<file path="src/rtl/shift_arb_seq.sv">
// Two-requester round-robin arbiter feeding a sequential shift/rotate unit.
// Grant is issued from IDLE; the FSM then shifts one bit per cycle and reports done.
module shift_arb_seq #(
  parameter int WIDTH = 8
) (
  input  logic             clk,
  input  logic             rst_a,
  input  logic             req0,
  input  logic             req1,
  input  logic [WIDTH-1:0] data0,
  input  logic [WIDTH-1:0] data1,
  input  logic [1:0]       mode0,
  input  logic [1:0]       mode1,
  input  logic [3:0]       cnt0,
  input  logic [3:0]       cnt1,
  output logic             gnt0,
  output logic             gnt1,
  output logic             done0,
  output logic             done1,
  output logic [WIDTH-1:0] result,
  output logic             busy
);

  typedef enum logic [1:0] {
    IDLE,
    SHIFT,
    DONE
  } state_t;

  state_t           state;
  logic [WIDTH-1:0] work;
  logic [WIDTH-1:0] nxt;
  logic [1:0]       mode;
  logic [3:0]       rem;
  logic             owner;
  logic             last;
  logic             win1;

  // On a tie, whoever was not served last wins.
  assign win1 = req1 & (~req0 | ~last);
  assign busy = (state != IDLE);

  always_comb begin
    nxt = work;
    unique case (mode)
      2'b00: nxt = {work[WIDTH-2:0], 1'b0};
      2'b01: nxt = {1'b0, work[WIDTH-1:1]};
      2'b10: nxt = {work[WIDTH-2:0], work[WIDTH-1]};
      2'b11: nxt = {work[0], work[WIDTH-1:1]};
    endcase
  end

  always_ff @(posedge clk or negedge rst_a) begin
    if (!rst_a) begin
      state  <= IDLE;
      work   <= '0;
      mode   <= 2'b00;
      rem    <= 4'd0;
      owner  <= 1'b0;
      last   <= 1'b1;
      gnt0   <= 1'b0;
      gnt1   <= 1'b0;
      done0  <= 1'b0;
      done1  <= 1'b0;
      result <= '0;
    end else begin
      gnt0  <= 1'b0;
      gnt1  <= 1'b0;
      done0 <= 1'b0;
      done1 <= 1'b0;
      unique case (state)
        IDLE: begin
          // The grant cycle itself is spent in IDLE; work starts after it.
          if (gnt0 || gnt1) begin
            if (rem == 4'd0) begin
              state  <= DONE;
              result <= work;
              done0  <= ~owner;
              done1  <= owner;
            end else begin
              state <= SHIFT;
            end
          end else if (req0 || req1) begin
            owner <= win1;
            last  <= win1;
            gnt0  <= ~win1;
            gnt1  <= win1;
            work  <= win1 ? data1 : data0;
            mode  <= win1 ? mode1 : mode0;
            rem   <= win1 ? cnt1 : cnt0;
          end
        end
        SHIFT: begin
          work <= nxt;
          rem  <= rem - 4'd1;
          if (rem == 4'd1) begin
            state  <= DONE;
            result <= nxt;
            done0  <= ~owner;
            done1  <= owner;
          end
        end
        DONE: state <= IDLE;
        default: state <= IDLE;
      endcase
    end
  end

endmodule
</file>
<file path="config.mk">
export PLATFORM = sky130hd
export DESIGN_NAME = shift_arb_seq
export DESIGN_NICKNAME = d
export VERILOG_FILES = /design/src/rtl/shift_arb_seq.sv
export SDC_FILE = /design/constraint.sdc
export NUM_CORES = 1
export LEC_CHECK = 0
export ABC_CLOCK_PERIOD_IN_PS = 1750
export CELL_PAD_IN_SITES_DETAIL_PLACEMENT = 1
export CELL_PAD_IN_SITES_GLOBAL_PLACEMENT = 2
export CORE_ASPECT_RATIO = 1.2
export CORE_MARGIN = 4
export CORE_UTILIZATION = 31
export CTS_BUF_LIST = sky130_fd_sc_hd__clkbuf_4
export DETAILED_ROUTE_END_ITERATION = 6
export HOLD_SLACK_MARGIN = 0.03
export PLACE_DENSITY_LB_ADDON = 0.08
export SLEW_MARGIN = 10
export SYNTH_ARGS = -nofsm -noshare
export SYNTH_HDL_FRONTEND = slang
export SYNTH_SLANG_ARGS = --single-unit
</file>
<file path="constraint.sdc">
create_clock -name clk -period 1.75 [get_ports clk]
set_input_delay 0.2625 -clock clk [delete_from_list [all_inputs] [get_ports clk]]
set_output_delay 0.2625 -clock clk [all_outputs]
set_load 0.05 [all_outputs]
</file>
==> results.cfg, run 1 <==
[timing]
clock_skew_ns = 0.01293
timing.fmax_mhz = 590.9
relSlewSlack = 0.6967
setup_viol = 0
hold_viol = 0
finalMaxSlewViolations = 0
worst_pin_slew_ns = 0.4550
fin_crit_ns = 1.692
rsz0062_at_grt = false
post-route-period-util = 0.9670

[finish]
layout_commonest_cell = clkdlybuf4s50_1
nets = 259
final_util = 0.4405
final_cell_mix = clkdlybuf4s50_1 (31), dfrtp_1 (28), buf_4 (20)
fill_cells = 610
drive_gt1_frac = 0.2444
syn_to_final_growth_pct = 36.58
n_antenna_cell = 0

[synth]
yosys_warnings = 0
ys_ff_latch = 30
avgSynthCellArea_sq_um = 10.12
ys_seq_area_frac = 0.4371
synthCells = 170
ys_types = 44
synth_nets = 205
syn_area_sq_um = 1720

[critical_path]
cp_max_fo = 18
slowest_delay_ns = 0.45
start_kind = register
end_kind = output port
cp_slowest_cell = dfrtp_2
cp_cell_sequence = buf_8, or2_2, buf_12
critical_path_class = register to output port
cp.required_ns = 1.49
crit_arrival_ns = 1.43

[drt]
routedWlPerCell_um = 17.10
drt-total-wl_um = 4908
num_vias = 1476
first_pass_iters = 4
drt.antenna.violating_nets = 0
drc = 0
viasPerCell = 5.143
first_iter_violations = 49

[clocking]
cts.sinks = 30
cts_max_level = 2
cts-buffers-inserted = 5
clockRootBuffer = clkbuf_4
hold_buffers = 0
clkTransAtPathRegs_ns = 0.10
cts_tree = built
ctsLongestPathBuffers = 2
clk_latency_ns = 0.34

[job]
maxCapViolations = 0

[grt]
grt.overflow.total = 0
grt_max_degree = 31
grt_pass1_wl_um = 7997
antenna_found_initial = 0
track_usage = 0.1504
grt_pass1_vias = 1646

[die]
die_w_um = 76.01
io_pins = 45
rows = 29
start_util = 0.3225
dieArea_sq_um = 6810
core-area_sq_um = 5334
fp.dieH_um = 89.61

[hold_path]
worst_hold_path_type = primary input to asynchronous set/reset pin

[status]
status = completed

[power_and_ir_drop]
irDropWorstVdd_uv = 559.1
leakage_nw = 1.082
total_power_mw = 4.158
powerDensity_nw_per_um2 = 1770

[placement]
portBuffers = 44
dpl.hpwl_um = 3711
routabilityCongestion = 0.7164
-- routing by layer --
layer,vias to the layer above,share of wire,global-route usage
met3,7,0.034,0.03493
met5,-,0,0
met2,28,0.55,0.2928
met4,0,0.018,0.05987
met1,726,0.40,0.1565
li1,715,-,-
-- report_power, final --
group | switching [mW] | internal, mW | total [mW]
registers | 0.337 | 1.02 | 1.36
clock network | 0.251 | 0.166 | 0.417
logic | 1.32 | 1.06 | 2.39
total | 1.91 | 2.25 | 4.16
-- path summary, 6_finish.rpt --
| kind | startpoint | endpoint | slack [ns] | cells past startpoint |
|---|---|---|---|---|
| setup / recovery | state[1] | busy | 0.06 | 3 |
| hold / removal | rst_a | work[6] | 0.32 | 2 |
| setup reg to reg | gnt1 | rem[0] | 0.15 | 5 |
| hold reg to reg | owner | done0 | 0.51 | 1 |
| max in group asynchronous | rst_a | last | 1.10 | 2 |
| min in group clk | owner | done0 | 0.51 | 1 |
-- synth_stat cells, drive strengths merged --
cell type / count / area (sq um)
a21o: 2 / 15.01
buf: 8 / 55.05
clkbuf: 1 / 3.750
and3: 1 / 6.260
o21ai: 18 / 93.84
mux2i: 12 / 120.1
dfrtp: 29 / 725.7
nor4: 1 / 21.27
a21boi: 1 / 18.77
nand2b: 2 / 12.51
mux2: 11 / 123.9
nand3b: 1 / 7.510
or3: 1 / 6.260
or2: 3 / 18.77
and2: 1 / 6.260
nor2: 11 / 43.80
o31ai: 6 / 45.04
a211oi: 2 / 20.02
nor2b: 3 / 18.77
a21bo: 2 / 20.02
inv: 8 / 30.03
a22oi: 1 / 7.510
a32o: 2 / 20.02
a21oi: 6 / 33.78
a2bb2oi: 2 / 17.52
a22o: 1 / 8.760
nand2: 18 / 70.07
ha: 3 / 37.54
a32oi: 2 / 17.52
a31oi: 3 / 18.77
dfstp: 1 / 26.28
a311oi: 1 / 15.01
nor3: 6 / 35.03
-- critical path, delay by kind of cell, from the launching register on --
family	cells	cell delay [ns]
flops	1	0.45
simple gates	1	0.32
buf+inv	2	0.31
-- timing repair --
item	in CTS	in global routing
resized for setup	1	2
endpoints found under the setup margin	1	1
pin swaps	0	0
buffers inserted	0	0
cloned	0	0
-- per-stage QoR --
stage	hold slack (ns)	worst slack [ns]	instances	area (sq um)	TNS, ns
2_1_floorplan	-0.03309	0.08197	170	1720	0
4_1_cts	0.3379	0.03152	287	2345	0
5_1_grt	0.3465	0.007271	287	2350	0
6_report	0.3215	0.05769	287	2350	0
3_3_place_gp	0.4924	-0.04850	279	2287	-0.2736
3_5_place_dp	0.4880	-0.1079	279	2287	-0.7529
-- final cells by class --
class                      instances  area (sq um)  area share
tap                               62         77.57     0.03301
timing repair buffer              56         555.5      0.2364
sequential                        30         753.2      0.3206
clock buffer                       6         45.04     0.01917
clock inverter                     2         8.758    0.003727
inverter                           8         30.03     0.01278
multi-input combinational        123         879.6      0.3743
-- state kept, by name, indices dropped and copies added, names as in the netlist, 2 cells and up --
signal,count
result,8
mode,2
work,8
rem,4
state,2
-- cell families (layout without fill, tap and decap cells) --
kind of cell	count (synthesis)	in the layout	synth area share
DFF	30	30	0.4371
adders and majority gates	3	3	0.02182
and+or+nand+nor	48	48	0.1433
AOI/OAI and AO/OA	49	49	0.2044
muxes	23	23	0.1418
buffers and inverters	17	72	0.05163
No activity file was read; power rests on OpenSTA's default activity.
==> run 2, diff against run 1 <==
- CORE_MARGIN: 4 -> not set
==> run 2 against run 1 <==
  * Critical path depth up 2
  * Cell count up 0.35%
  * Sequential cell count unchanged
  * Sequential share of layout area up 0.087 points
  * Maximum frequency up 5.3%
  * Clock skew up 0.0040 ns
  * Global-route usage up 3.0 points
  * Via count up 1.0%
  * Combinational power down 2%
  * Die area down 14%
  * Largest power group unchanged
==> results.cfg, run 2 (synthesis results as in run 1) <==
[finish]
n_antenna_cell = 0
top_regs = result: 8 flops, work: 8 flops, rem: 4 flops
final_cell_mix = clkdlybuf4s50_1 (31), dfrtp_1 (27), buf_4 (23)
stdcell_area_sq_um = 2347
nets = 260
layout_commonest_cell = clkdlybuf4s50_1
fill_cells = 604
final_cells = 288
drive_gt1_frac = 0.2566
syn_to_final_growth_pct = 36.44

[power_and_ir_drop]
switchingPower_mw = 1.918
p_seq_frac = 0.334
clockPowerShare = 0.098
p_int_mw = 2.230
p_sw_frac = 0.4623
irDropWorstVdd_uv = 732.3
power_frac_comb = 0.567
total_power_mw = 4.148
leakage_nw = 1.079
powerDensity_nw_per_um2 = 1767

[clocking]
clkTransAtPathRegs_ns = 0.10
clk_latency_ns = 0.34
cts_max_level = 2
hold_buffers = 0
clockRootBuffer = clkbuf_4
ctsLongestPathBuffers = 2
cts_tree = built
cts.sinks = 30
cts-buffers-inserted = 5

[placement]
post_dp_cell_area_sq_um = 2282
routabilityCongestion = 0.7514
portBuffers = 44
dp_cells = 280
dpl.hpwl_um = 3792

[grt]
grt_max_degree = 31
grt_pass1_wl_um = 8259
grt_pass1_vias = 1663
track_usage = 0.1803
antenna_found_initial = 0
grt.overflow.total = 0

[drt]
first_pass_iters = 4
first_iter_violations = 38
routedWlPerCell_um = 16.83
drt.antenna.violating_nets = 0
met3_length_um = 173
met2WireLength_um = 2516
num_vias = 1491
viasPerCell = 5.177
drt-total-wl_um = 4847
drc = 0
top_layer = met4
wl_met1_um = 2025

[critical_path]
cp_max_fo = 4
crit_arrival_ns = 1.86
end_kind = register
start_kind = register
r2r_slack_ns = 0.14
critical_path_class = register to register
cp.required_ns = 2.00

[timing]
relSlewSlack = 0.7255
worst_pin_slew_ns = 0.4117
hold_viol = 0
finalMaxSlewViolations = 0
post-route-period-util = 0.9186
timing.fmax_mhz = 622.1
fin_crit_ns = 1.607
clock_skew_ns = 0.01693
setup_viol = 0
rsz0062_at_grt = false

[die]
dieArea_sq_um = 5853
rows = 29
io_pins = 45
die_w_um = 70.01
core-area_sq_um = 5334
fp.dieH_um = 83.61
start_util = 0.3225

[status]
status = completed

[hold_path]
worst_hold_path_type = primary input to asynchronous set/reset pin

[job]
maxCapViolations = 0
==> run 2: changes by cell type in the layout (fill, tap and decap cells not counted) <==
cell and delta:
buf_4 +3, buf_12 -1, buf_8 -1, dfrtp_1 -1, dfrtp_2 +1, nand2b_1 -1, nand2b_2 +1, nor3_2 -1
nor3_4 +1
==> run 2: power groups by stage <==
stage | combinational, mW | sequential [mW] | clock [mW]
floorplan | 1.35 | 1.61 | 0
global placement | 2.33 | 1.36 | 0
detailed placement | 2.39 | 1.39 | 0
CTS | 2.40 | 1.38 | 0.423
global route | 2.60 | 1.44 | 0.452
finish | 2.35 | 1.39 | 0.408
==> run 2: per-stage QoR <==
step                      worst slack [ns]  utilization  hold WS, ns  TNS, ns
after floorplan                    0.08197            -     -0.03309        0
after global placement            -0.06669       0.4279       0.4942  -0.4452
after detailed placement           -0.1200       0.4279       0.4831  -0.8194
after CTS                          0.02891       0.4380       0.3156        0
after global routing               0.01866       0.4401       0.3369        0
final                               0.1425       0.4401       0.3139        0
==> run 2: layout make-up <==
cell class	instances	area (sq um)	share of cell area
Multi-Input combinational cell	123	888.4	0.3785
Sequential cell	30	754.5	0.3214
Timing Repair Buffer	57	543.0	0.2313
Tap cell	62	77.57	0.03305
Clock buffer	6	45.04	0.01919
Inverter	8	30.03	0.01279
Clock inverter	2	8.758	0.003731
==> run 2: final timing paths <==
| check | startpoint | end | depth (start not counted) |
|---|---|---|---|
| min | rst_a | done1 | 2 |
| max | gnt1 | rem[0] | 5 |
| max reg2reg | gnt1 | rem[0] | 5 |
| max in group asynchronous | rst_a | last | 2 |
| min reg2reg | owner | done0 | 1 |
| min in group clk | mode0[0] | mode[0] | 3 |
==> run 2: routing by layer <==
| layer | up-vias | track usage |
|---|---|---|
| met5 | - | 0 |
| met4 | 0 | 0.07636 |
| met3 | 10 | 0.03623 |
| met2 | 33 | 0.3182 |
| met1 | 726 | 0.2095 |
| li1 | 722 | - |
==> run 2: repair_timing <==
action                     CTS  global route
setup buffers                0             0
setup endpoints to repair    0             9
gates resized for setup      0             4
==> run 2: critical path, cell delays in order, from the launching register on <==
cell     delay, ns
dfrtp_1       0.45
nor2_1        0.28
a21oi_2       0.11
buf_4         0.17
or3_1         0.34
a32oi_1       0.17
==> run 3, diff against run 2 <==
- CORE_MARGIN: not set -> 2
==> run 3 against run 2 <==
  * Critical path depth is 2 lower
  * Sequential cell count unchanged
  * Non-clock buffer count up 3
  * Largest cell class unchanged
==> results.cfg, run 3 (synthesis results as in run 1) <==
[status]
status = completed

[critical_path]
cp_max_fo = 18
end_kind = output port
start_kind = register
critical_path_class = register to output port
slowest_delay_ns = 0.44
cp_cell_sequence = buf_6, or2_2, buf_12
cp.required_ns = 1.49
ff2ff_path_depth = 5
regToRegStartpoint = state[1]
r2r_slack_ns = 0.13
crit_arrival_ns = 1.42
cp_slowest_cell = dfrtp_2
reg2reg_to = mode[1]

[grt]
grt_pass1_vias = 1641
track_usage = 0.1696
grt.overflow.total = 0
antenna_found_initial = 0
grt_pass1_wl_um = 8086
grt_max_degree = 31

[finish]
fill_cells = 614
multi_input_area_sq_um = 879.6
final-seq-area_sq_um = 753.2
stdcell_area_sq_um = 2357
nets = 263
final_cell_mix = clkdlybuf4s50_1 (31), dfrtp_1 (28), buf_4 (26)
final_util = 0.4419
n_antenna_cell = 0
top_regs = result: 8 flops, work: 8 flops, rem: 4 flops
drive_gt1_frac = 0.2620
layout_commonest_cell = clkdlybuf4s50_1
syn_to_final_growth_pct = 37.02

[die]
fp.dieH_um = 85.61
dieArea_sq_um = 6164
die_w_um = 72.01
start_util = 0.3225
core-area_sq_um = 5334
rows = 29
io_pins = 45

[placement]
post_dp_cell_area_sq_um = 2285
routabilityCongestion = 0.7668
portBuffers = 44
dpl.hpwl_um = 3742

[timing]
tns_ns = 0
fin_crit_ns = 1.678
post-route-period-util = 0.9591
hold_viol = 0
finalMaxSlewViolations = 0
relSlewSlack = 0.7248
clock_skew_ns = 0.01184
rsz0062_at_grt = false
worst_pin_slew_ns = 0.4128
timing.fmax_mhz = 595.8
setup_viol = 0

[power_and_ir_drop]
powerDensity_nw_per_um2 = 1769
leakage_nw = 1.095
irDropWorstVdd_uv = 639.3

[clocking]
cts-buffers-inserted = 5
ctsLongestPathBuffers = 2
cts.sinks = 30
clockRootBuffer = clkbuf_4
cts_max_level = 2
cts_tree = built
clk_latency_ns = 0.33
clkTransAtPathRegs_ns = 0.10

[drt]
drc = 0
first_pass_iters = 3
top_layer = met4
met3_length_um = 208
wl_met1_um = 1980
routedWlPerCell_um = 16.68
met2WireLength_um = 2578
drt-total-wl_um = 4853
num_vias = 1516
viasPerCell = 5.210
first_iter_violations = 37
drt.antenna.violating_nets = 0

[hold_path]
worst_hold_path_type = primary input to asynchronous set/reset pin

[job]
maxCapViolations = 0
run 3: cell count changes in the layout (fill, tap and decap cells not counted), sizes merged:
cell,previous run,this run
buf,26,29
clkbuf,6,8
clkinv,2,0
run 3: cell type report:
| class | instances | area share |
|---|---|---|
| flip-flops and latches | 30 | 0.3195 |
| repair buffers | 60 | 0.2362 |
| well taps | 62 | 0.03291 |
| multi-input cells | 123 | 0.3731 |
| clock buffers | 8 | 0.02548 |
| inverters | 8 | 0.01274 |
run 3: how the worst max path moves through the flow:
| stage | slack [ns] | to | cells past startpoint | start |
|---|---|---|---|---|
| global placement | -0.08 | rem[0] | 6 | req0 |
| CTS | 0.02 | busy | 3 | state[1] |
| global route | 0.003 | busy | 3 | state[1] |
| finish | 0.07 | busy | 3 | state[1] |
| detailed placement | -0.10 | rem[1] | 6 | req1 |
| floorplan | 0.08 | work[5] | 4 | gnt1 |
run 3: per-stage QoR:
| stage | total power [mW] | std cells | hold slack (ns) | setup slack, ns |
|---|---|---|---|---|
| 2_1_floorplan | 2.960 | 170 | -0.03309 | 0.08197 |
| 3_3_place_gp | 3.683 | 282 | 0.4912 | -0.07830 |
| 3_5_place_dp | 3.779 | 282 | 0.4868 | -0.1029 |
| 4_1_cts | 4.244 | 290 | 0.3334 | 0.02051 |
| 5_1_grt | 4.520 | 291 | 0.3524 | 0.003222 |
| 6_report | 4.170 | 291 | 0.3268 | 0.07158 |
run 3: where the power goes:
part / internal, mW / switching [mW]
combinational: 1.05 / 1.32
clock: 0.207 / 0.241
sequential: 1.02 / 0.335
run 3: per-layer routing:
metal	GRT usage	vias up
li1	-	729
met1	0.1869	749
met2	0.3190	31
met3	0.03525	7
met4	0.05489	0
met5	0	-
run 3: timing repair:
item | CTS | global route
gates cloned | 0 | 0
setup buffers | 0 | 1
setup endpoints to repair | 1 | 2
gates resized for setup | 1 | 1
endpoints found under the hold margin | 0 | 0
hold buffers | 0 | 0
run 3: worst max-delay path, delay by kind of cell (launching register included):
kind	cells	cell delay [ns]
DFF	1	0.44
buffers and inverters	2	0.32
and+or+nand+nor	1	0.32
